[src/rtl/ram512x16_ctrl_pkg.sv]
// Shared constants and types for the 512x16 RAM arbitration controller.
package ram512x16_ctrl_pkg;

    localparam int unsigned ADDR_W = 9;
    localparam int unsigned DATA_W = 16;
    localparam int unsigned BE_W   = 2;
    localparam int unsigned DEPTH  = 512;

    typedef enum logic {
        S_CLEAR,
        S_RUN
    } state_e;

    localparam logic ID_A = 1'b0;
    localparam logic ID_B = 1'b1;

endpackage

[src/rtl/rr_arb2.sv]
// Two-requester round-robin arbiter; on a conflict the requester not served last wins.
module rr_arb2
    import ram512x16_ctrl_pkg::*;
(
    input  logic clk,
    input  logic rst,
    input  logic en,
    input  logic req_a,
    input  logic req_b,
    output logic gnt_a,
    output logic gnt_b
);

    logic last_q;

    always_comb begin
        gnt_a = 1'b0;
        gnt_b = 1'b0;
        if (en) begin
            if (req_a && req_b) begin
                gnt_a = (last_q == ID_B);
                gnt_b = (last_q == ID_A);
            end else begin
                gnt_a = req_a;
                gnt_b = req_b;
            end
        end
    end

    // Starting from "B last" lets A win the first conflict.
    always_ff @(posedge clk or posedge rst) begin
        if (rst) begin
            last_q <= ID_B;
        end else if (gnt_a) begin
            last_q <= ID_A;
        end else if (gnt_b) begin
            last_q <= ID_B;
        end
    end

endmodule

[src/rtl/ram512x16_arb_ctrl.sv]
// Shares one 512x16 RAM between requesters A and B: optional clear walk, round-robin
// command arbitration, registered RAM command and tagged read-data return.
module ram512x16_arb_ctrl
    import ram512x16_ctrl_pkg::*;
#(
    parameter int unsigned       RD_LAT         = 1,
    parameter bit                CLEAR_ON_RESET = 1'b1,
    parameter logic [DATA_W-1:0] CLR_VAL        = 16'h0000
) (
    input  logic              Clk,
    input  logic              Rst,
    input  logic              a_req,
    input  logic              a_we,
    input  logic [ADDR_W-1:0] a_addr,
    input  logic [DATA_W-1:0] a_wdata,
    input  logic [BE_W-1:0]   a_be,
    output logic              a_gnt,
    output logic              a_rvalid,
    output logic [DATA_W-1:0] a_rdata,
    input  logic              b_req,
    input  logic              b_we,
    input  logic [ADDR_W-1:0] b_addr,
    input  logic [DATA_W-1:0] b_wdata,
    input  logic [BE_W-1:0]   b_be,
    output logic              b_gnt,
    output logic              b_rvalid,
    output logic [DATA_W-1:0] b_rdata,
    output logic              busy,
    output logic [ADDR_W-1:0] ram_WA,
    output logic [ADDR_W-1:0] ram_RA,
    output logic [DATA_W-1:0] ram_WD,
    output logic [BE_W-1:0]   ram_WEN,
    output logic              ram_WClk_En,
    output logic              ram_RClk_En,
    input  logic [DATA_W-1:0] ram_RD
);

    localparam logic [ADDR_W-1:0] CLR_LAST    = ADDR_W'(DEPTH - 1);
    localparam state_e            RESET_STATE = CLEAR_ON_RESET ? S_CLEAR : S_RUN;

    state_e            state_q;
    logic [ADDR_W-1:0] clr_addr_q;
    logic              run;
    logic              acc;
    logic              rd_acc;
    logic              sel_id;
    logic              sel_we;
    logic [ADDR_W-1:0] sel_addr;
    logic [DATA_W-1:0] sel_wdata;
    logic [BE_W-1:0]   sel_be;
    logic [RD_LAT:0]   pv_q;
    logic [RD_LAT:0]   pid_q;

    assign run = (state_q == S_RUN);

    rr_arb2 u_arb (
        .clk   (Clk),
        .rst   (Rst),
        .en    (run),
        .req_a (a_req),
        .req_b (b_req),
        .gnt_a (a_gnt),
        .gnt_b (b_gnt)
    );

    always_comb begin
        acc       = (a_req & a_gnt) | (b_req & b_gnt);
        sel_id    = (b_req & b_gnt) ? ID_B : ID_A;
        sel_we    = (sel_id == ID_B) ? b_we    : a_we;
        sel_addr  = (sel_id == ID_B) ? b_addr  : a_addr;
        sel_wdata = (sel_id == ID_B) ? b_wdata : a_wdata;
        sel_be    = (sel_id == ID_B) ? b_be    : a_be;
        rd_acc    = acc & ~sel_we;
    end

    always_ff @(posedge Clk or posedge Rst) begin
        if (Rst) begin
            state_q     <= RESET_STATE;
            busy        <= CLEAR_ON_RESET;
            clr_addr_q  <= '0;
            ram_WA      <= '0;
            ram_RA      <= '0;
            ram_WD      <= '0;
            ram_WEN     <= '0;
            ram_WClk_En <= 1'b0;
            ram_RClk_En <= 1'b0;
        end else begin
            ram_WEN     <= '0;
            ram_WClk_En <= 1'b0;
            ram_RClk_En <= 1'b0;
            unique case (state_q)
                S_CLEAR: begin
                    ram_WA      <= clr_addr_q;
                    ram_WD      <= CLR_VAL;
                    ram_WEN     <= '1;
                    ram_WClk_En <= 1'b1;
                    clr_addr_q  <= clr_addr_q + 1'b1;
                    if (clr_addr_q == CLR_LAST) begin
                        state_q <= S_RUN;
                        busy    <= 1'b0;
                    end
                end
                S_RUN: begin
                    // Addresses and data hold when idle; only the enables drop.
                    if (acc && sel_we) begin
                        ram_WA      <= sel_addr;
                        ram_WD      <= sel_wdata;
                        ram_WEN     <= sel_be;
                        ram_WClk_En <= 1'b1;
                    end else if (acc) begin
                        ram_RA      <= sel_addr;
                        ram_RClk_En <= 1'b1;
                    end
                end
                default: state_q <= RESET_STATE;
            endcase
        end
    end

    // Each read travels RD_LAT+1 stages so its tag lines up with ram_RD.
    always_ff @(posedge Clk or posedge Rst) begin
        if (Rst) begin
            pv_q     <= '0;
            pid_q    <= '0;
            a_rvalid <= 1'b0;
            b_rvalid <= 1'b0;
            a_rdata  <= '0;
            b_rdata  <= '0;
        end else begin
            pv_q     <= {pv_q[RD_LAT-1:0], rd_acc};
            pid_q    <= {pid_q[RD_LAT-1:0], sel_id};
            a_rvalid <= pv_q[RD_LAT] & (pid_q[RD_LAT] == ID_A);
            b_rvalid <= pv_q[RD_LAT] & (pid_q[RD_LAT] == ID_B);
            if (pv_q[RD_LAT] && pid_q[RD_LAT] == ID_A) begin
                a_rdata <= ram_RD;
            end
            if (pv_q[RD_LAT] && pid_q[RD_LAT] == ID_B) begin
                b_rdata <= ram_RD;
            end
        end
    end

endmodule

[config.mk]
export PLATFORM = sky130hd
export DESIGN_NAME = ram512x16_arb_ctrl
export DESIGN_NICKNAME = d
export VERILOG_FILES = /design/src/rtl/ram512x16_ctrl_pkg.sv /design/src/rtl/rr_arb2.sv /design/src/rtl/ram512x16_arb_ctrl.sv
export SDC_FILE = /design/constraint.sdc
export NUM_CORES = 1
export LEC_CHECK = 0
export ABC_CLOCK_PERIOD_IN_PS = 2950
export BUFFER_PORTS_ARGS = -buffer_cell sky130_fd_sc_hd__buf_2
export CAP_MARGIN = 20
export CORE_MARGIN = 5
export CORE_UTILIZATION = 48
export CTS_CLUSTER_DIAMETER = 50
export DETAILED_ROUTE_END_ITERATION = 16
export MAX_ROUTING_LAYER = met4
export PLACE_DENSITY = 0.89
export SYNTH_ARGS = -nofsm -noshare
export SYNTH_HDL_FRONTEND = slang
export SYNTH_SLANG_ARGS = --single-unit
[constraint.sdc]
create_clock -name Clk -period 2.95 [get_ports Clk]
set_input_delay 0.4425 -clock Clk [delete_from_list [all_inputs] [get_ports Clk]]
set_output_delay 0.4425 -clock Clk [all_outputs]
set_load 0.01 [all_outputs]
==> impl_metrics.yaml, run 1 <==
timing:
  finalHoldViolCount: 0
  finalSetupTns_ps: 0
  clock.fmax_mhz: 452.6
  worst_slack_ps: 740.7
  slew_headroom_pct: 37.04
  worst_pin_slew_ps: 944.3
  grt_setup_unrepaired: "false"
  period_share_pct: 74.89
  slew_violations: 0
  setup_viol: 0
  clock_skew_ps: 17.82
  fin_crit_ps: 2209
critical_path:
  cp-end-kind: "flop"
  cp_num_cells: 6
  cp_cell_sequence: "buf_4, nand2_2, buf_4, clkinv_1, o21ai_0, a21oi_1"
  path_max_fanout: 42
  crit_path_start_kind: "flop"
  worstSetupPathType: "flop to flop"
  cpPeakStageDelay_ps: 540
  cp_top_family: "buffers and inverters"
  reg2reg_from: "run$_DFF_PP0_"
  cp.required_ps: 3180
  path_buf_inv: 3
  cp.arrival_ps: 2440
  crit_slowest_cell: "clkinv_1"
  reg2reg_depth: 6
  cp_common_cell: "buf_4"
  setup.worst_path.start: "run$_DFF_PP0_"
route:
  vias: 2895
  wl_per_cell_um: 15.65
  finalWirelength_um: 8732
  drc: 0
  vias_per_cell: 5.188
  antenna_left: 0
  drt_iter0_drc: 135
  drt_pass1_iterations: 5
synthesis:
  synth_compound_gate_area_share_pct: 12.49
  avgSynthCellArea_um2: 12.10
  synth-simple-area-share_pct: 5.512
  yosysSeqAreaShare_pct: 59.95
  synthAdderAreaFrac_pct: 0.6805
  synth_top_family_by_area: "multiplexers"
  synthXorXnorAreaFrac_pct: 1.667
  muxShareOfSynthArea_pct: 15.82
  ys_ff_latch: 88
  synth_nets: 382
  syn_area_um2: 3677
  yosys_warnings: 0
  synth.distinct_cells: 34
  syn_inst: 304
global_routing:
  grt_pass1_wl_um: 14400
  grt_usage_pct: 18.98
  grt_overflow: 0
  grt_pass1_vias: 3035
  grt_antenna_before_repair: 0
  grt_max_degree: 51
power_and_ir_drop:
  p_int_w: 0.001901
  power_density_nw_per_um2: 516.0
  vdd.ir_drop.worst_v: 0.0002629
  pwr-share-seq_pct: 50.9
  power.share.combinational_pct: 8.1
  leakage_nw: 2.547
  p_switching_w: 0.0005532
  sw_frac_of_total_pct: 22.54
  power_frac_clock_pct: 41.0
cts:
  clk_latency_ps: 350
  post-cts-setup-buffers: 0
  clock_path_buffers: 2
  cts_tree: "built"
  cts-resized-gates: 0
  cts_root_buf: "clkbuf_8"
  cts_htree_levels: 3
  cts-hold-fix-buffers: 0
  cts_made_buffers: 9
  path_clk_slew_ps: 100
  clkSinkCount: 88
place:
  pre_cts_ws_ps: 685.4
  hpwl_um: 6470
  gp_congestion: 0.8041
  io_buffers: 150
die:
  design.core.area_um2: 7607
  die_w_um: 97.53
  dieArea_um2: 9511
  io_pins: 151
  die_y_um: 97.53
  start_util_pct: 48.34
  num_rows: 32
final_layout:
  area_growth_pct: 29.36
  layout-drive-gt1-share_pct: 47.81
  n_antenna_cell: 0
  final_nets: 529
outcome:
  status: "finished clean"
flow_run:
  maxCapViolCount: 0
hold_path:
  holdCritPathClass: "primary input to async pin"
[power by group through the flow]
| stage | registers, W | clock network, W | logic, W |
|---|---|---|---|
| 6_report | 0.00125 | 0.00101 | 0.000199 |
| 5_1_grt | 0.00125 | 0.00107 | 0.000223 |
| 4_1_cts | 0.00125 | 0.00103 | 0.000204 |
| 3_5_place_dp | 0.00127 | 0 | 0.000203 |
| 3_3_place_gp | 0.00127 | 0 | 0.000195 |
| 2_1_floorplan | 0.00129 | 0 | 0.0000788 |
[stage by stage]
stage	hold slack [ps]	cell area [um2]	utilization, %	instances	total power [W]
2_1_floorplan	331.2	3677	-	304	0.001366
6_report	174.1	4757	62.53	558	0.002454
3_5_place_dp	334.7	4509	59.28	542	0.001476
4_1_cts	189.6	4757	62.53	558	0.002478
5_1_grt	225.2	4757	62.53	558	0.002541
3_3_place_gp	334.2	4509	59.28	542	0.001466
[kinds of logic (layout without fill, tap and decap cells)]
family | after synthesis | after routing
muxes | 52 | 52
xor gates and xnor gates | 7 | 7
buffers and inverters | 32 | 184
adders and majority gates | 2 | 2
and+or+nand+nor | 46 | 46
DFF | 88 | 88
AOI/OAI and AO/OA | 77 | 77
[cell type report]
type	instances	area, um2
clock buffer	9	123.9
multi-input combinational	184	1330
timing repair buffer	154	793.3
sequential	88	2205
fill	652	2850
inverter	14	53.80
tap	102	127.6
clock inverter	7	123.9
[layer usage]
layer	routed length [um]	GRT usage, %
met1	3755	24.26
met2	4147	29.73
met3	672	3.733
met4	156	7.881
met5	0	-
[sequential cells by signal, summed over array words and instances (netlist names)]
name          count
u_arb.last_q      1
a_rvalid          1
run               1
ram_WD           16
pid_q             2
a_rdata          16
pv_q              2
ram_WClk_En       1
clr_addr_q        9
ram_WA            9
ram_RA            9
busy              1
b_rvalid          1
ram_WEN           2
ram_RClk_En       1
b_rdata          16
[cell usage in the layout (no fill, tap or decap), drive strengths merged]
master      n
clkbuf      9
o2bb2ai     3
clkinv      2
dfrtp      86
a31oi       2
xnor2       5
a31o        3
inv        15
nand3       4
a32o        1
nand4       2
a2bb2oi     5
nor3b       2
a32oi       1
clkinvlp    1
a21boi      2
nand2b      2
nand2      30
bufinv      3
or2         1
nor2b       1
xor2        2
o32a        1
buf       154
a21oi      35
ha          2
mux2       40
mux2i      12
nor2        4
dfstp       2
o21ai      24
[synth_stat cells]
cell       number  area share (%)
mux2_1          2            0.61
a31oi_1         2            0.34
clkinv_1        1            0.10
ha_1            2            0.68
a21oi_1        35             4.8
xor2_1          2            0.48
buf_6           2            0.61
a21boi_0        1            0.20
nor2_1          4            0.41
mux2i_1        12             3.3
nand2b_1        2            0.34
nand2_1        29             3.0
nor3b_1         2            0.41
nand3_1         4            0.54
clkbuf_1       10             1.0
mux2_4          3             1.2
nand2_2         1            0.17
o2bb2ai_1       3            0.71
a2bb2oi_1       5             1.2
o21ai_0        24             3.3
mux2_2         35              11
buf_2           6            0.82
xnor2_1         5             1.2
inv_1          13             1.3
dfstp_2         2             1.4
nor2b_1         1            0.17
o32a_1          1            0.27
or2_2           1            0.17
dfrtp_1        86              59
a32oi_2         1            0.44
a31o_2          3            0.71
a32o_1          1            0.27
a21boi_2        1            0.31
nand4_1         2            0.34
[worst reg2reg max path, stage by stage (launching register included)]
cell and delay [ps]:
dfrtp_1 380, buf_4 260, nand2_2 110, buf_4 340, clkinv_1 550, o21ai_0 350, a21oi_1 100
[worst paths after layout]
kind,slack (ps),to
max in group asynchronous,2090,a_rdata[2]$_DFFE_PP0P_
min reg2reg,350,pid_q[1]$_DFF_PP0_
max reg2reg,740,ram_WEN[1]$_DFF_PP0_
max,740,ram_WEN[1]$_DFF_PP0_
min in group Clk,320,ram_WD[2]$_DFFE_PP0P_
min,170,ram_WEN[0]$_DFF_PP0_
No activity file was read; power rests on OpenSTA's default activity.
==> inputs of run 2 (changes only) <==
ABC_CLOCK_PERIOD_IN_PS = 1800   (was 2950)
CORE_UTILIZATION = 43   (was 48)
PLACE_DENSITY = 0.84   (was 0.89)
clock period = 1.8 ns   (was 2.95 ns; I/O delays follow)
==> impl_metrics.yaml, run 2 (same netlist as run 1, synthesis figures left out) <==
die:
  design.core.area_um2: 8258
  start_util_pct: 44.53
  die_y_um: 102.5
  io_pins: 151
  die_w_um: 102.5
  dieArea_um2: 10500
  num_rows: 33
power_and_ir_drop:
  p_switching_w: 0.0009303
  power_frac_clock_pct: 36.7
  pwr-share-seq_pct: 54.2
  leakage_nw: 2.607
  sw_frac_of_total_pct: 24.65
  vdd.ir_drop.worst_v: 0.0004447
  power_density_nw_per_um2: 774.8
  p_int_w: 0.002844
  power.share.combinational_pct: 9.1
  p_total_w: 0.003774
timing:
  period_share_pct: 95.32
  fin_crit_ps: 1716
  slew_violations: 0
  slew_headroom_pct: 68.92
  clock_skew_ps: 11.54
  finalSetupTns_ps: 0
  setup_viol: 0
  grt_setup_unrepaired: "false"
  finalHoldViolCount: 0
  worst_pin_slew_ps: 466.3
  clock.fmax_mhz: 582.9
global_routing:
  grt_pass1_vias: 3081
  grt_pass1_wl_um: 14880
  grt_usage_pct: 18.73
  grt_overflow: 0
  grt_antenna_before_repair: 0
  grt_max_degree: 89
route:
  vias_per_cell: 5.133
  drt_pass1_iterations: 4
  vias: 2967
  drt_iter0_drc: 156
  wl_per_cell_um: 16.21
  drc: 0
  finalWirelength_um: 9367
  antenna_left: 0
cts:
  clock_path_buffers: 2
  cts_htree_levels: 3
  clkSinkCount: 88
  cts_made_buffers: 9
  cts_tree: "built"
  cts_root_buf: "clkbuf_8"
  path_clk_slew_ps: 100
  clk_latency_ps: 340
critical_path:
  cp.required_ps: 1530
  crit_path_start_kind: "flop"
  path_max_fanout: 12
  setup.worst_path.start: "u_arb.last_q$_DFFE_PP1P_"
  cp.arrival_ps: 1450
  cp-end-kind: "primary output"
  reg2reg_from: "u_arb.last_q$_DFFE_PP1P_"
  worstSetupPathType: "flop to primary output"
place:
  gp_congestion: 0.8064
  io_buffers: 150
  hpwl_um: 6983
flow_run:
  maxCapViolCount: 0
final_layout:
  layout_common_cells: "buf_2, dfrtp_1, mux2_2, a21oi_1, nand2_1"
  area_growth_pct: 32.46
  n_antenna_cell: 0
  fillers: 709
  layout_commonest_cell: "buf_2"
  final_nets: 546
  reg_top3: "a_rdata x16, b_rdata x16, ram_WD x16"
  layout-drive-gt1-share_pct: 50.11
hold_path:
  holdCritPathClass: "primary input to async pin"
outcome:
  status: "finished clean"
-- run 2: metal layers --
metal | track usage [%] | wire, um | up-vias | share of wire [%]
met3 | 3.208 | 689 | 18 | 7.4
met5 | - | 0 | - | 0
li1 | - | - | 1383 | -
met2 | 31.03 | 4726 | 121 | 50
met1 | 23.01 | 3766 | 1445 | 40
met4 | 6.862 | 184 | 0 | 2.0
-- run 2: power groups by stage --
stage	logic [W]	clock network, W	registers [W]
after floorplan	0.000130	0	0.00211
after global placement	0.000333	0	0.00208
after detailed placement	0.000347	0	0.00209
after CTS	0.000348	0.00143	0.00205
after global routing	0.000381	0.00152	0.00205
final	0.000342	0.00139	0.00205
-- run 2: what timing repair did --
action	CTS	global route
pin swaps	1	0
hold buffers	0	0
resized for setup	2	4
cloned	0	0
setup endpoints to repair	4	4
buffers inserted	2	0
-- run 2: metrics by stage --
step | utilization [%] | hold slack (ps) | cell area (um2) | instances | setup WS [ps]
5_1_grt | 58.98 | 64.71 | 4871 | 578 | 12.06
4_1_cts | 58.92 | 44.15 | 4866 | 578 | 75.94
3_5_place_dp | 56.20 | 343.4 | 4641 | 560 | -16.92
6_report | 58.98 | 23.65 | 4871 | 578 | 84.33
2_1_floorplan | - | 331.2 | 3681 | 304 | 173.8
3_3_place_gp | 56.20 | 334.5 | 4641 | 560 | 74.32
-- run 2: worst max-delay path: stages, from the launching register on --
cell	delay, ps
dfstp_2	570
a21boi_2	100
nand2_4	90
buf_6	150
inv_1	60
buf_2	130
-- run 2: final timing paths --
path | depth (start not counted) | slack (ps) | end
hold / removal | 3 | 20 | b_rdata[6]$_DFFE_PP0P_
setup reg to reg | 4 | 140 | ram_RA[7]$_DFFE_PP0P_
min in group Clk | 3 | 140 | ram_WD[3]$_DFFE_PP0P_
setup / recovery | 5 | 80 | b_gnt
max in group asynchronous | 3 | 1370 | busy$_DFFE_PP1P_
hold reg to reg | 0 | 370 | pv_q[1]$_DFF_PP0_
-- run 2: area by class of cell --
cell class	instances	area (um2)	area share [%]
Timing Repair Buffer	171	937.1	19.24
Clock inverter	7	77.57	1.593
Clock buffer	9	123.9	2.543
Sequential cell	88	2205	45.26
Tap cell	105	131.4	2.697
Multi-Input combinational cell	184	1340	27.51
Inverter	14	56.30	1.156
==> inputs of run 3 (changes only) <==
CORE_MARGIN = default   (was 5)
==> impl_metrics.yaml, run 3 (same netlist as run 1, synthesis figures left out) <==
power_and_ir_drop:
  leakage_nw: 2.650
  vdd.ir_drop.worst_v: 0.0004595
  sw_frac_of_total_pct: 20.83
  p_int_w: 0.003284
  pwr-share-seq_pct: 49.3
  p_switching_w: 0.0008637
  power_density_nw_per_um2: 840.4
  power.share.combinational_pct: 8.1
  power_frac_clock_pct: 42.6
cts:
  cts-hold-fix-buffers: 0
  cts_htree_levels: 3
  cts_made_buffers: 9
  cts_root_buf: "clkbuf_8"
  clock_path_buffers: 2
  path_clk_slew_ps: 90
  clk_latency_ps: 340
  cts_tree: "built"
  clkSinkCount: 88
timing:
  fin_crit_ps: 1699
  slew_violations: 0
  period_share_pct: 94.38
  setup_viol: 0
  finalHoldViolCount: 0
  clock_skew_ps: 11.91
  slew_headroom_pct: 67.16
  worst_pin_slew_ps: 492.7
  worst_slack_ps: 101.1
  clock.fmax_mhz: 588.6
  grt_setup_unrepaired: "true"
final_layout:
  multi_input_area_um2: 1346
  reg_top3: "a_rdata x16, b_rdata x16, ram_WD x16"
  layout.cells.non_filler: 576
  area_growth_pct: 34.20
  n_antenna_cell: 0
  fillers: 719
  regArea_um2: 2205
  final_nets: 545
  layout_common_cells: "buf_2, dfrtp_1, mux2_2, a21oi_1, nand2_1"
  utilization_pct: 59.76
  layout-drive-gt1-share_pct: 50.11
  layout_commonest_cell: "buf_2"
die:
  io_pins: 151
  design.core.area_um2: 8258
  die_y_um: 94.48
  num_rows: 33
  dieArea_um2: 8926
  start_util_pct: 44.53
  die_w_um: 94.48
route:
  drc: 0
  antenna_left: 0
  drt_iter0_drc: 165
  vias_per_cell: 5.036
  drt_pass1_iterations: 4
  vias: 2901
  finalWirelength_um: 8543
  wl_per_cell_um: 14.83
critical_path:
  cp.required_ps: 1530
  path_buf_inv: 3
  worstSetupPathType: "flop to primary output"
  reg2reg_depth: 5
  cpPeakStageDelay_ps: 570
  cp.arrival_ps: 1430
  crit_slowest_cell: "dfstp_2"
  reg2reg_setup_slack_ps: 120
  cp-end-kind: "primary output"
  cp_cell_sequence: "a21boi_2, nand2_4, buf_6, inv_1, buf_2"
  regToRegEndpoint: "ram_RA[4]$_DFFE_PP0P_"
  path_max_fanout: 12
  cp_top_family: "flip-flops"
  reg2reg_from: "u_arb.last_q$_DFFE_PP1P_"
  crit_path_start_kind: "flop"
place:
  hpwl_um: 6209
  pre_cts_ws_ps: -38.57
  io_buffers: 150
  numPlacedInstances: 559
  gp_congestion: 0.8342
global_routing:
  grt_max_degree: 89
  grt_antenna_before_repair: 0
  grt_usage_pct: 19.89
  grt_pass1_wl_um: 13290
  grt_pass1_vias: 2918
  grt_overflow: 0
hold_path:
  holdCritPathClass: "primary input to async pin"
flow_run:
  maxCapViolCount: 0
outcome:
  status: "finished clean"
## run 3: cell type report
| cell class | instances | share of cell area [%] |
|---|---|---|
| Clock buffer | 10 | 2.789 |
| Clock inverter | 5 | 2.612 |
| Inverter | 14 | 1.141 |
| Multi-Input combinational cell | 184 | 27.28 |
| Sequential cell | 88 | 44.68 |
| Tap cell | 105 | 2.662 |
| Timing Repair Buffer | 170 | 18.84 |
## run 3: how the worst max path moves through the flow
stage	start	to	slack [ps]	cells past startpoint
after global routing	u_arb.last_q$_DFFE_PP1P_	ram_WEN[0]$_DFF_PP0_	-0.6	8
after global placement	u_arb.last_q$_DFFE_PP1P_	ram_RA[8]$_DFFE_PP0P_	-5	4
after CTS	u_arb.last_q$_DFFE_PP1P_	a_gnt	10	4
final	u_arb.last_q$_DFFE_PP1P_	b_gnt	100	5
after floorplan	u_arb.last_q$_DFFE_PP1P_	ram_RA[6]$_DFFE_PP0P_	170	5
after detailed placement	u_arb.last_q$_DFFE_PP1P_	ram_RA[4]$_DFFE_PP0P_	-40	5
## run 3: timing repair
action / 4_1_cts / 5_1_grt
setup buffers: 2 / 0
pin swaps: 1 / 0
setup endpoints to repair: 8 / 7
resized for setup: 2 / 3
## run 3: metal layers
metal	global-route usage (%)	vias to the layer above	share of wire, %
li1	-	1377	-
met1	23.32	1388	43
met2	32.55	115	49
met3	4.750	21	5.2
met4	8.838	0	2.5
met5	-	-	0
## run 3: worst min-delay path: stages
cell        delay (ps)
buf_2              110
clkinvlp_4          70
buf_12             340
## run 3: power by group through the flow
stage	clock network, W	logic (W)	registers (W)
6_report	0.00177	0.000335	0.00205
5_1_grt	0.00189	0.000372	0.00205
4_1_cts	0.00181	0.000338	0.00205
3_5_place_dp	0	0.000337	0.00209
3_3_place_gp	0	0.000329	0.00208
2_1_floorplan	0	0.000130	0.00211
## run 3: stage by stage
| stage | hold slack (ps) | cell area [um2] | power, W | TNS (ps) |
|---|---|---|---|---|
| 2_1_floorplan | 331.2 | 3681 | 0.002239 | 0 |
| 5_1_grt | 67.21 | 4935 | 0.004315 | -0.5826 |
| 3_3_place_gp | 333.8 | 4621 | 0.002410 | -5.076 |
| 6_report | 10.38 | 4935 | 0.004147 | 0 |
| 4_1_cts | 59.74 | 4923 | 0.004197 | 0 |
| 3_5_place_dp | 347.5 | 4621 | 0.002423 | -144.4 |
